==> config.mk <==
export PLATFORM = sky130hd
export DESIGN_NAME = reg_file_multiport_flat
export DESIGN_NICKNAME = d
export VERILOG_FILES = /design/src/rtl/reg_file_pkg.sv /design/src/rtl/reg_file_multiport_if.sv /design/src/rtl/reg_file_multiport_rf_scoreboard.sv /design/src/rtl/reg_file_multiport.sv /design/src/flat_wrapper.sv
export SDC_FILE = /design/constraint.sdc
export NUM_CORES = 2
export LEC_CHECK = 0
export CAP_MARGIN = 20
export CORE_MARGIN = 3
export CORE_UTILIZATION = 25
export CTS_CLUSTER_SIZE = 25
export DETAILED_ROUTE_END_ITERATION = 10
export SLEW_MARGIN = 25
export SYNTH_ARGS = -nofsm -noshare
export SYNTH_HDL_FRONTEND = slang
export SYNTH_HIERARCHICAL = 1
export SYNTH_SLANG_ARGS = --single-unit
export TNS_END_PERCENT = 10
==> constraint.sdc <==
create_clock -name clk -period 13.25 [get_ports clk]
set_clock_uncertainty 0.05 [all_clocks]
set_input_delay 3.975 -clock clk [delete_from_list [all_inputs] [get_ports clk]]
set_output_delay 3.975 -clock clk [all_outputs]
set_load 0.05 [all_outputs]
==> src/rtl/reg_file_pkg.sv <==
// ---------------------------------------------------------------------------
// reg_file_pkg
//   Shared definitions for the multi-port register file.
//   - Default DATA_W / ADDR_W values for the register file and its interface.
//   - last_hit(): resolves write-port priority for one register address.
//     It returns {hit, port}, where port is the highest-index enabled write
//     port that targets the address. The storage array and the bypass path
//     both call it, so the two always agree on which port wins.
//   The function works on buses padded to MAX_WR ports of MAX_ADDR_W bits.
//   Callers zero-extend their addresses and tie unused enables low.
// ---------------------------------------------------------------------------
package reg_file_pkg;

  localparam int DATA_W_DEF = 32;
  localparam int ADDR_W_DEF = 5;
  localparam int MAX_WR     = 4;
  localparam int MAX_ADDR_W = 16;
  localparam int PORT_W     = 2;

  typedef struct packed {
    logic              hit;
    logic [PORT_W-1:0] port;
  } hit_t;

  // Later ports overwrite earlier matches, so the highest index wins.
  function automatic hit_t last_hit(input logic [MAX_WR-1:0]            en,
                                    input logic [MAX_WR*MAX_ADDR_W-1:0] addrs,
                                    input logic [MAX_ADDR_W-1:0]        a);
    hit_t res;
    res = '0;
    for (int w = 0; w < MAX_WR; w++) begin
      if (en[w] && (addrs[w*MAX_ADDR_W +: MAX_ADDR_W] == a)) begin
        res.hit  = 1'b1;
        res.port = PORT_W'(w);
      end
    end
    return res;
  endfunction

endpackage

==> src/rtl/reg_file_multiport_if.sv <==
// ---------------------------------------------------------------------------
// reg_file_multiport_if
//   Bundles the register-file bus signals.
//   master: decode / writeback side. It drives the addresses, the write
//           strobes, the write data and the alloc request.
//   slave : the register file. It returns readData, readReady and
//           pendingCount.
//   Signals:
//     readReg      NUM_RD*ADDR_W  read addresses, port p at [p*ADDR_W +: ADDR_W]
//     readData     NUM_RD*DATA_W  read data (combinational)
//     readReady    NUM_RD         1 = addressed register not pending
//     writeEnable  NUM_WR         per-port write strobe
//     writeReg     NUM_WR*ADDR_W  write addresses
//     writeData    NUM_WR*DATA_W  write data
//     allocEnable  1              mark allocReg pending
//     allocReg     ADDR_W         register to mark pending
//     pendingCount ADDR_W+1       number of pending registers (registered)
// ---------------------------------------------------------------------------
interface reg_file_multiport_if
  import reg_file_pkg::*;
#(
  parameter int DATA_W = DATA_W_DEF,
  parameter int ADDR_W = ADDR_W_DEF,
  parameter int NUM_RD = 2,
  parameter int NUM_WR = 2
);

  logic [NUM_RD*ADDR_W-1:0] readReg;
  logic [NUM_RD*DATA_W-1:0] readData;
  logic [NUM_RD-1:0]        readReady;
  logic [NUM_WR-1:0]        writeEnable;
  logic [NUM_WR*ADDR_W-1:0] writeReg;
  logic [NUM_WR*DATA_W-1:0] writeData;
  logic                     allocEnable;
  logic [ADDR_W-1:0]        allocReg;
  logic [ADDR_W:0]          pendingCount;

  modport master (
    output readReg, writeEnable, writeReg, writeData, allocEnable, allocReg,
    input  readData, readReady, pendingCount
  );

  modport slave (
    input  readReg, writeEnable, writeReg, writeData, allocEnable, allocReg,
    output readData, readReady, pendingCount
  );

endinterface

==> src/rtl/reg_file_multiport_rf_scoreboard.sv <==
// ---------------------------------------------------------------------------
// rf_scoreboard
//   Tracks one pending bit per register, plus a registered count of the
//   bits that are set.
//   Ports:
//     clk         clock
//     reset       synchronous, active-low reset
//     alloc_en_i  mark alloc_reg_i pending (the caller already drops reg 0
//                 when it is hard-wired to zero)
//     alloc_reg_i register to mark pending
//     clear_i     per-register clear (an enabled write to that register)
//     pending_o   current pending vector
//     count_o     popcount of pending_o, updated on the same edge
// ---------------------------------------------------------------------------
module rf_scoreboard #(
  parameter int ADDR_W = 5
) (
  input  logic                     clk,
  input  logic                     reset,
  input  logic                     alloc_en_i,
  input  logic [ADDR_W-1:0]        alloc_reg_i,
  input  logic [(1<<ADDR_W)-1:0]   clear_i,
  output logic [(1<<ADDR_W)-1:0]   pending_o,
  output logic [ADDR_W:0]          count_o
);

  localparam int DEPTH = 1 << ADDR_W;
  localparam int CNT_W = ADDR_W + 1;

  logic [DEPTH-1:0] pending_q, pending_d;
  logic [CNT_W-1:0] count_q, count_d;

  genvar gi;
  generate
    for (gi = 0; gi < DEPTH; gi++) begin : g_bit
      logic set_hit;
      assign set_hit = alloc_en_i && (alloc_reg_i == ADDR_W'(gi));
      // Alloc beats clear: a newer producer is still outstanding.
      assign pending_d[gi] = set_hit ? 1'b1
                           : (clear_i[gi] ? 1'b0 : pending_q[gi]);
    end
  endgenerate

  // Counting the next-state vector keeps the count in step with pending.
  always_comb begin
    count_d = '0;
    for (int r = 0; r < DEPTH; r++) begin
      count_d = count_d + CNT_W'(pending_d[r]);
    end
  end

  always_ff @(posedge clk) begin
    if (!reset) begin
      pending_q <= '0;
      count_q   <= '0;
    end else begin
      pending_q <= pending_d;
      count_q   <= count_d;
    end
  end

  assign pending_o = pending_q;
  assign count_o   = count_q;

endmodule

==> src/rtl/reg_file_multiport.sv <==
// ---------------------------------------------------------------------------
// reg_file_multiport
//   Parametrised register file with NUM_RD combinational read ports,
//   NUM_WR write ports, and a pending scoreboard (alloc / writeback).
//   Parameters:
//     DATA_W, ADDR_W (DEPTH = 2**ADDR_W), NUM_RD (1..8), NUM_WR (1..4)
//     ZERO_REG  1: register 0 reads 0 and ignores writes/alloc
//   Ports:
//     clk    clock; all state updates on posedge
//     reset  synchronous, active-low reset
//     bus    reg_file_multiport_if.slave (read, write and alloc signals)
//   Optional feature:
//     RF_BYPASS_EN (macro) forwards same-cycle write data and readiness
//     to the read ports. When undefined, reads show stored state only.
// ---------------------------------------------------------------------------
module reg_file_multiport
  import reg_file_pkg::*;
#(
  parameter int DATA_W   = DATA_W_DEF,
  parameter int ADDR_W   = ADDR_W_DEF,
  parameter int NUM_RD   = 2,
  parameter int NUM_WR   = 2,
  parameter int ZERO_REG = 1
) (
  input  logic                  clk,
  input  logic                  reset,
  reg_file_multiport_if.slave   bus
);

  localparam int DEPTH = 1 << ADDR_W;

  logic [DATA_W-1:0]            regs_q [DEPTH];
  logic [DATA_W-1:0]            regs_d [DEPTH];
  logic [DEPTH-1:0]             wr_hit;
  logic [DEPTH-1:0]             pending;
  logic                         alloc_ok;

  // Write ports padded to the package function's fixed shape.
  logic [MAX_WR-1:0]            wr_en_pad;
  logic [MAX_WR*MAX_ADDR_W-1:0] wr_addr_pad;
  logic [DATA_W-1:0]            wr_data_pad [MAX_WR];

  genvar gi;
  generate
    for (gi = 0; gi < MAX_WR; gi++) begin : g_wpad
      if (gi < NUM_WR) begin : g_used
        assign wr_en_pad[gi] = bus.writeEnable[gi];
        assign wr_addr_pad[gi*MAX_ADDR_W +: MAX_ADDR_W] =
          MAX_ADDR_W'(bus.writeReg[gi*ADDR_W +: ADDR_W]);
        assign wr_data_pad[gi] = bus.writeData[gi*DATA_W +: DATA_W];
      end else begin : g_unused
        assign wr_en_pad[gi]                            = 1'b0;
        assign wr_addr_pad[gi*MAX_ADDR_W +: MAX_ADDR_W] = '0;
        assign wr_data_pad[gi]                          = '0;
      end
    end
  endgenerate

  // Next state of the array. wr_hit doubles as the scoreboard clear.
  always_comb begin
    hit_t lh;
    lh = '0;
    for (int r = 0; r < DEPTH; r++) begin
      lh        = last_hit(wr_en_pad, wr_addr_pad, MAX_ADDR_W'(r));
      wr_hit[r] = lh.hit;
      regs_d[r] = lh.hit ? wr_data_pad[lh.port] : regs_q[r];
      if ((ZERO_REG != 0) && (r == 0)) begin
        wr_hit[r] = 1'b0;
        regs_d[r] = '0;
      end
    end
  end

  always_ff @(posedge clk) begin
    if (!reset) begin
      for (int r = 0; r < DEPTH; r++) begin
        regs_q[r] <= '0;
      end
    end else begin
      for (int r = 0; r < DEPTH; r++) begin
        regs_q[r] <= regs_d[r];
      end
    end
  end

  // Drop allocs to a hard-wired zero register, so it can never be pending.
  assign alloc_ok = bus.allocEnable &&
                    !((ZERO_REG != 0) && (bus.allocReg == '0));

  rf_scoreboard #(
    .ADDR_W (ADDR_W)
  ) u_scoreboard (
    .clk         (clk),
    .reset       (reset),
    .alloc_en_i  (alloc_ok),
    .alloc_reg_i (bus.allocReg),
    .clear_i     (wr_hit),
    .pending_o   (pending),
    .count_o     (bus.pendingCount)
  );

  // Read muxes
  generate
    for (gi = 0; gi < NUM_RD; gi++) begin : g_rd
      logic [ADDR_W-1:0] ra;
      logic [DATA_W-1:0] rd_data;
      logic              rd_ready;

      assign ra = bus.readReg[gi*ADDR_W +: ADDR_W];

      always_comb begin
`ifdef RF_BYPASS_EN
        hit_t blh;
`endif
        rd_data  = regs_q[ra];
        rd_ready = ~pending[ra];
`ifdef RF_BYPASS_EN
        // A same-cycle write means the value is here now. The register
        // stays unready only if a new producer is allocated in this cycle.
        blh = last_hit(wr_en_pad, wr_addr_pad, MAX_ADDR_W'(ra));
        if (blh.hit) begin
          rd_data  = wr_data_pad[blh.port];
          rd_ready = !(bus.allocEnable && (bus.allocReg == ra));
        end
`endif
        if ((ZERO_REG != 0) && (ra == '0)) begin
          rd_data  = '0;
          rd_ready = 1'b1;
        end
      end

      assign bus.readData[gi*DATA_W +: DATA_W] = rd_data;
      assign bus.readReady[gi]                 = rd_ready;
    end
  endgenerate

endmodule

==> src/flat_wrapper.sv <==
// flat-port wrapper written by rule: the top's interface ports become plain ports
module reg_file_multiport_flat import reg_file_pkg::*;
#(
  parameter int DATA_W   = DATA_W_DEF,
  parameter int ADDR_W   = ADDR_W_DEF,
  parameter int NUM_RD   = 2,
  parameter int NUM_WR   = 2,
  parameter int ZERO_REG = 1
)
  (clk, reset, bus_readReg, bus_writeEnable, bus_writeReg, bus_writeData, bus_allocEnable, bus_allocReg, bus_readData, bus_readReady, bus_pendingCount);
  reg_file_multiport_if #(.DATA_W(DATA_W), .ADDR_W(ADDR_W), .NUM_RD(NUM_RD), .NUM_WR(NUM_WR)) bus_i ();
  input  logic clk;
  input  logic reset;
  input wire logic [$bits(bus_i.readReg)-1:0] bus_readReg;
  input wire logic [$bits(bus_i.writeEnable)-1:0] bus_writeEnable;
  input wire logic [$bits(bus_i.writeReg)-1:0] bus_writeReg;
  input wire logic [$bits(bus_i.writeData)-1:0] bus_writeData;
  input wire logic [$bits(bus_i.allocEnable)-1:0] bus_allocEnable;
  input wire logic [$bits(bus_i.allocReg)-1:0] bus_allocReg;
  output wire logic [$bits(bus_i.readData)-1:0] bus_readData;
  output wire logic [$bits(bus_i.readReady)-1:0] bus_readReady;
  output wire logic [$bits(bus_i.pendingCount)-1:0] bus_pendingCount;
  assign bus_i.readReg = bus_readReg;
  assign bus_i.writeEnable = bus_writeEnable;
  assign bus_i.writeReg = bus_writeReg;
  assign bus_i.writeData = bus_writeData;
  assign bus_i.allocEnable = bus_allocEnable;
  assign bus_i.allocReg = bus_allocReg;
  assign bus_readData = bus_i.readData;
  assign bus_readReady = bus_i.readReady;
  assign bus_pendingCount = bus_i.pendingCount;
  reg_file_multiport #(.DATA_W(DATA_W), .ADDR_W(ADDR_W), .NUM_RD(NUM_RD), .NUM_WR(NUM_WR), .ZERO_REG(ZERO_REG)) u_core (.clk(clk), .reset(reset), .bus(bus_i));
endmodule
==> flow_summary.yaml <==
place:
  place_ws_ns: 1.303
  hpwl_um: 183400
  dpl_cell_area_mm2: 0.07031
  gp_congestion: 0.9715
  port_buffers: 165
pwr:
  power_w: 0.008764
  cellLeakagePower_nw: 25.85
  irDropWorstVdd_mv: 0.1123
  p_clk_share_pct: 35.9
  p_sw_share_pct: 29.81
  powerDensity_mw_per_mm2: 118.6
  combPwrFrac_pct: 19.1
  internal_power_w: 0.006152
  seq_power_share_pct: 45.1
  power.switching_w: 0.002612
sta:
  final_hold_viol_count: 0
  worst_pin_slew_ns: 1.236
  rsz0062_at_grt: "no"
  maxSlewViolCount: 0
  fin_setup_tns_ns: 0
  finalCritPeriodShare_pct: 91.67
  period_needed_ns: 12.15
  setup_ws_ns: 1.104
  setup_viol: 0
  fmax_mhz: 82.33
  relSlewSlack_pct: 17.57
clocking:
  clk_path_buf_depth: 3
  post_cts_buffers: 0
  cts.root.buffer_cell: "clkbuf_16"
  cts.sinks: 1030
  clkTransAtPathRegs_ns: 0.06
  insertion_delay_ns: 0.73
  htreeDepth: 3
  cts.repair.resized: 0
  cts_hold_buf: 0
  cts_buffers: 105
  tritoncts: "built"
routing:
  firstDrtPassIters: 9
  routedWlPerCell_um: 33.22
  viasPerCell: 5.995
  drc_errors: 0
  vias: 57540
  routed_wl_um: 318800
  ant_nets: 0
  drt_iter0_markers: 11010
synth:
  synth_top_cell_by_area: "edfxtp_1"
  synth-edff-count: 992
  synth_area_leaders: "edfxtp_1 46%, mux4_2 15%, nand2_1 12%, a21boi_0 4.7%, a21oi_1 4.6%"
  synth_warnings: 6
  syn_inst: 6317
  synthTopCellsByCount: "2107 x nand2_1, 992 x edfxtp_1, 596 x a21oi_1"
  syn_area_per_cell_um2: 10.34
  synth_top_area_share_pct: 45.63
  synthDistinctLibCells: 68
  synth_nets: 6442
  synthArstFlopShare_pct: 0
  ys_seq_area_share_pct: 46.79
  yosysMostFrequentCell: "nand2_1"
  ys_ff_latch: 1030
  synth_ff_type: "edfxtp_1"
  syn_area_mm2: 0.06529
setup_path:
  crit_fanout: 16
  crit_path_end_kind: "primary output"
  cp.arrival_ns: 8.12
  cpMaxStageDelayCell: "clkdlybuf4s50_1"
  criticalPathCategory: "input pin to primary output"
  max_stage_delay_ns: 1.18
  path_cells: "clkdlybuf4s50_1, nand2_1, o22ai_1, a211o_1, clkdlybuf4s50_1"
  crit_top_cell: "clkdlybuf4s50_1"
  cp-start-kind: "input pin"
  worstPathRequired_ns: 9.22
layout:
  final_nets: 6239
  utilization_pct: 28.59
  fin_area_mm2: 0.07387
  syn2layout_area_growth_pct: 13.14
  drive_gt1_share_pct: 16.01
global_routing:
  grt_antenna_before_repair: 24
  grt_pass1_vias: 55170
  overflow: 0
  grt_max_degree: 163
  grt_use_total_pct: 23.08
  grt_pass1_wl_um: 437600
job:
  cap_violations: 0
floorplan:
  initial_core_util_pct: 25.27
  num_io_pins: 166
  die-height_um: 517.0
  core_mm2: 0.2583
  die_x_um: 517.0
  rows: 186
  die_area_mm2: 0.2673
hold_path:
  min_path_type: "flip-flop to flip-flop"
status:
  status: "finished clean"
flip-flops by register name (all words and copies together) (netlist names):
register,count
u_core/u_scoreboard/count_o,6
u_core/regs_q,992
u_core/u_scoreboard/pending_o,32
layout by cell type, fill, tap and decap left out, types with 13 or more instances in the layout:
cell	instances
a21boi_0	413
mux2i_1	170
bufinv_16	13
clkbuf_16	108
o211ai_1	31
o221ai_1	19
clkinv_2	21
o31ai_1	19
buf_12	15
nor2_1	95
clkdlybuf4s50_1	151
nand3_1	13
buf_4	225
mux4_2	439
inv_1	48
mux2_2	64
nor2b_1	37
o22ai_1	38
nand2_1	2085
nand2_2	20
and2_1	14
a22oi_1	60
clkinv_1	26
nor2_4	21
a21oi_1	596
clkbuf_1	17
edfxtp_1	992
o21ai_0	103
fa_1	24
o21ai_1	19
dfxtp_1	38
a22o_1	64
nand2b_1	13
a21boi_1	37
critical path, delay by kind of cell:
family,cells,cell delay (ns)
AO/OA/AOI/OAI,2,0.98
AND/OR/NAND/NOR,1,1.00
buffers and inverters,2,2.12
kinds of logic after synthesis:
kind of cell / Yosys count / share of synthesized area (%)
simple gates: 2375 / 14.34
mux: 674 / 18.87
other cells: 1 / 0.005744
xor+xnor: 1 / 0.01342
fa+ha+maj: 31 / 0.8701
compound gates: 1441 / 13.97
buf+inv: 764 / 5.134
flops: 1030 / 46.79
cell type report:
type	instances	area (um2)
Clock buffer	127	2794
Fill cell	26340	184500
Sequential cell	1030	30550
Multi-Input combinational cell	4523	31740
Clock inverter	69	680.7
Inverter	49	183.9
Antenna cell	11	27.53
Timing Repair Buffer	405	3656
Tap cell	3384	4234
path summary, 6_finish.rpt:
kind	slack, ns	start	end	cells past startpoint
max reg2reg	8.01	u_core/u_scoreboard/pending_o[23]	u_core/u_scoreboard/count_o[4]	16
max	1.10	bus_readReg[3]	bus_readData[2]	5
min reg2reg	0.55	u_core/u_scoreboard/pending_o[13]	u_core/u_scoreboard/pending_o[13]	2
min	0.55	u_core/u_scoreboard/pending_o[13]	u_core/u_scoreboard/pending_o[13]	2
routing by layer:
metal,routed length (um),global-route usage [%],up-vias,part of all wire (%)
met5,115,0,-,0.036
li1,-,-,22360,-
met3,46000,7.783,1613,14
met1,100900,26.39,27870,32
met4,33370,19.73,16,10
met2,138400,34.64,5676,43
metrics by stage:
| step | hold slack [ns] | std cells |
|---|---|---|
| after floorplan | 0.4455 | 6317 |
| after global placement | 0.4977 | 9389 |
| after detailed placement | 0.5238 | 9389 |
| after CTS | 0.5386 | 9585 |
| after global routing | 0.6216 | 9590 |
| final | 0.5455 | 9598 |
power groups by stage:
stage / Clock [W] / Combinational [W] / Sequential, W
after CTS: 0.00315 / 0.00161 / 0.00394
after floorplan: 0 / 0.000963 / 0.00397
after global placement: 0 / 0.00159 / 0.00399
after detailed placement: 0 / 0.00160 / 0.00401
after global routing: 0.00326 / 0.00170 / 0.00397
final: 0.00314 / 0.00167 / 0.00395
Power figures use the tool's default switching activity.
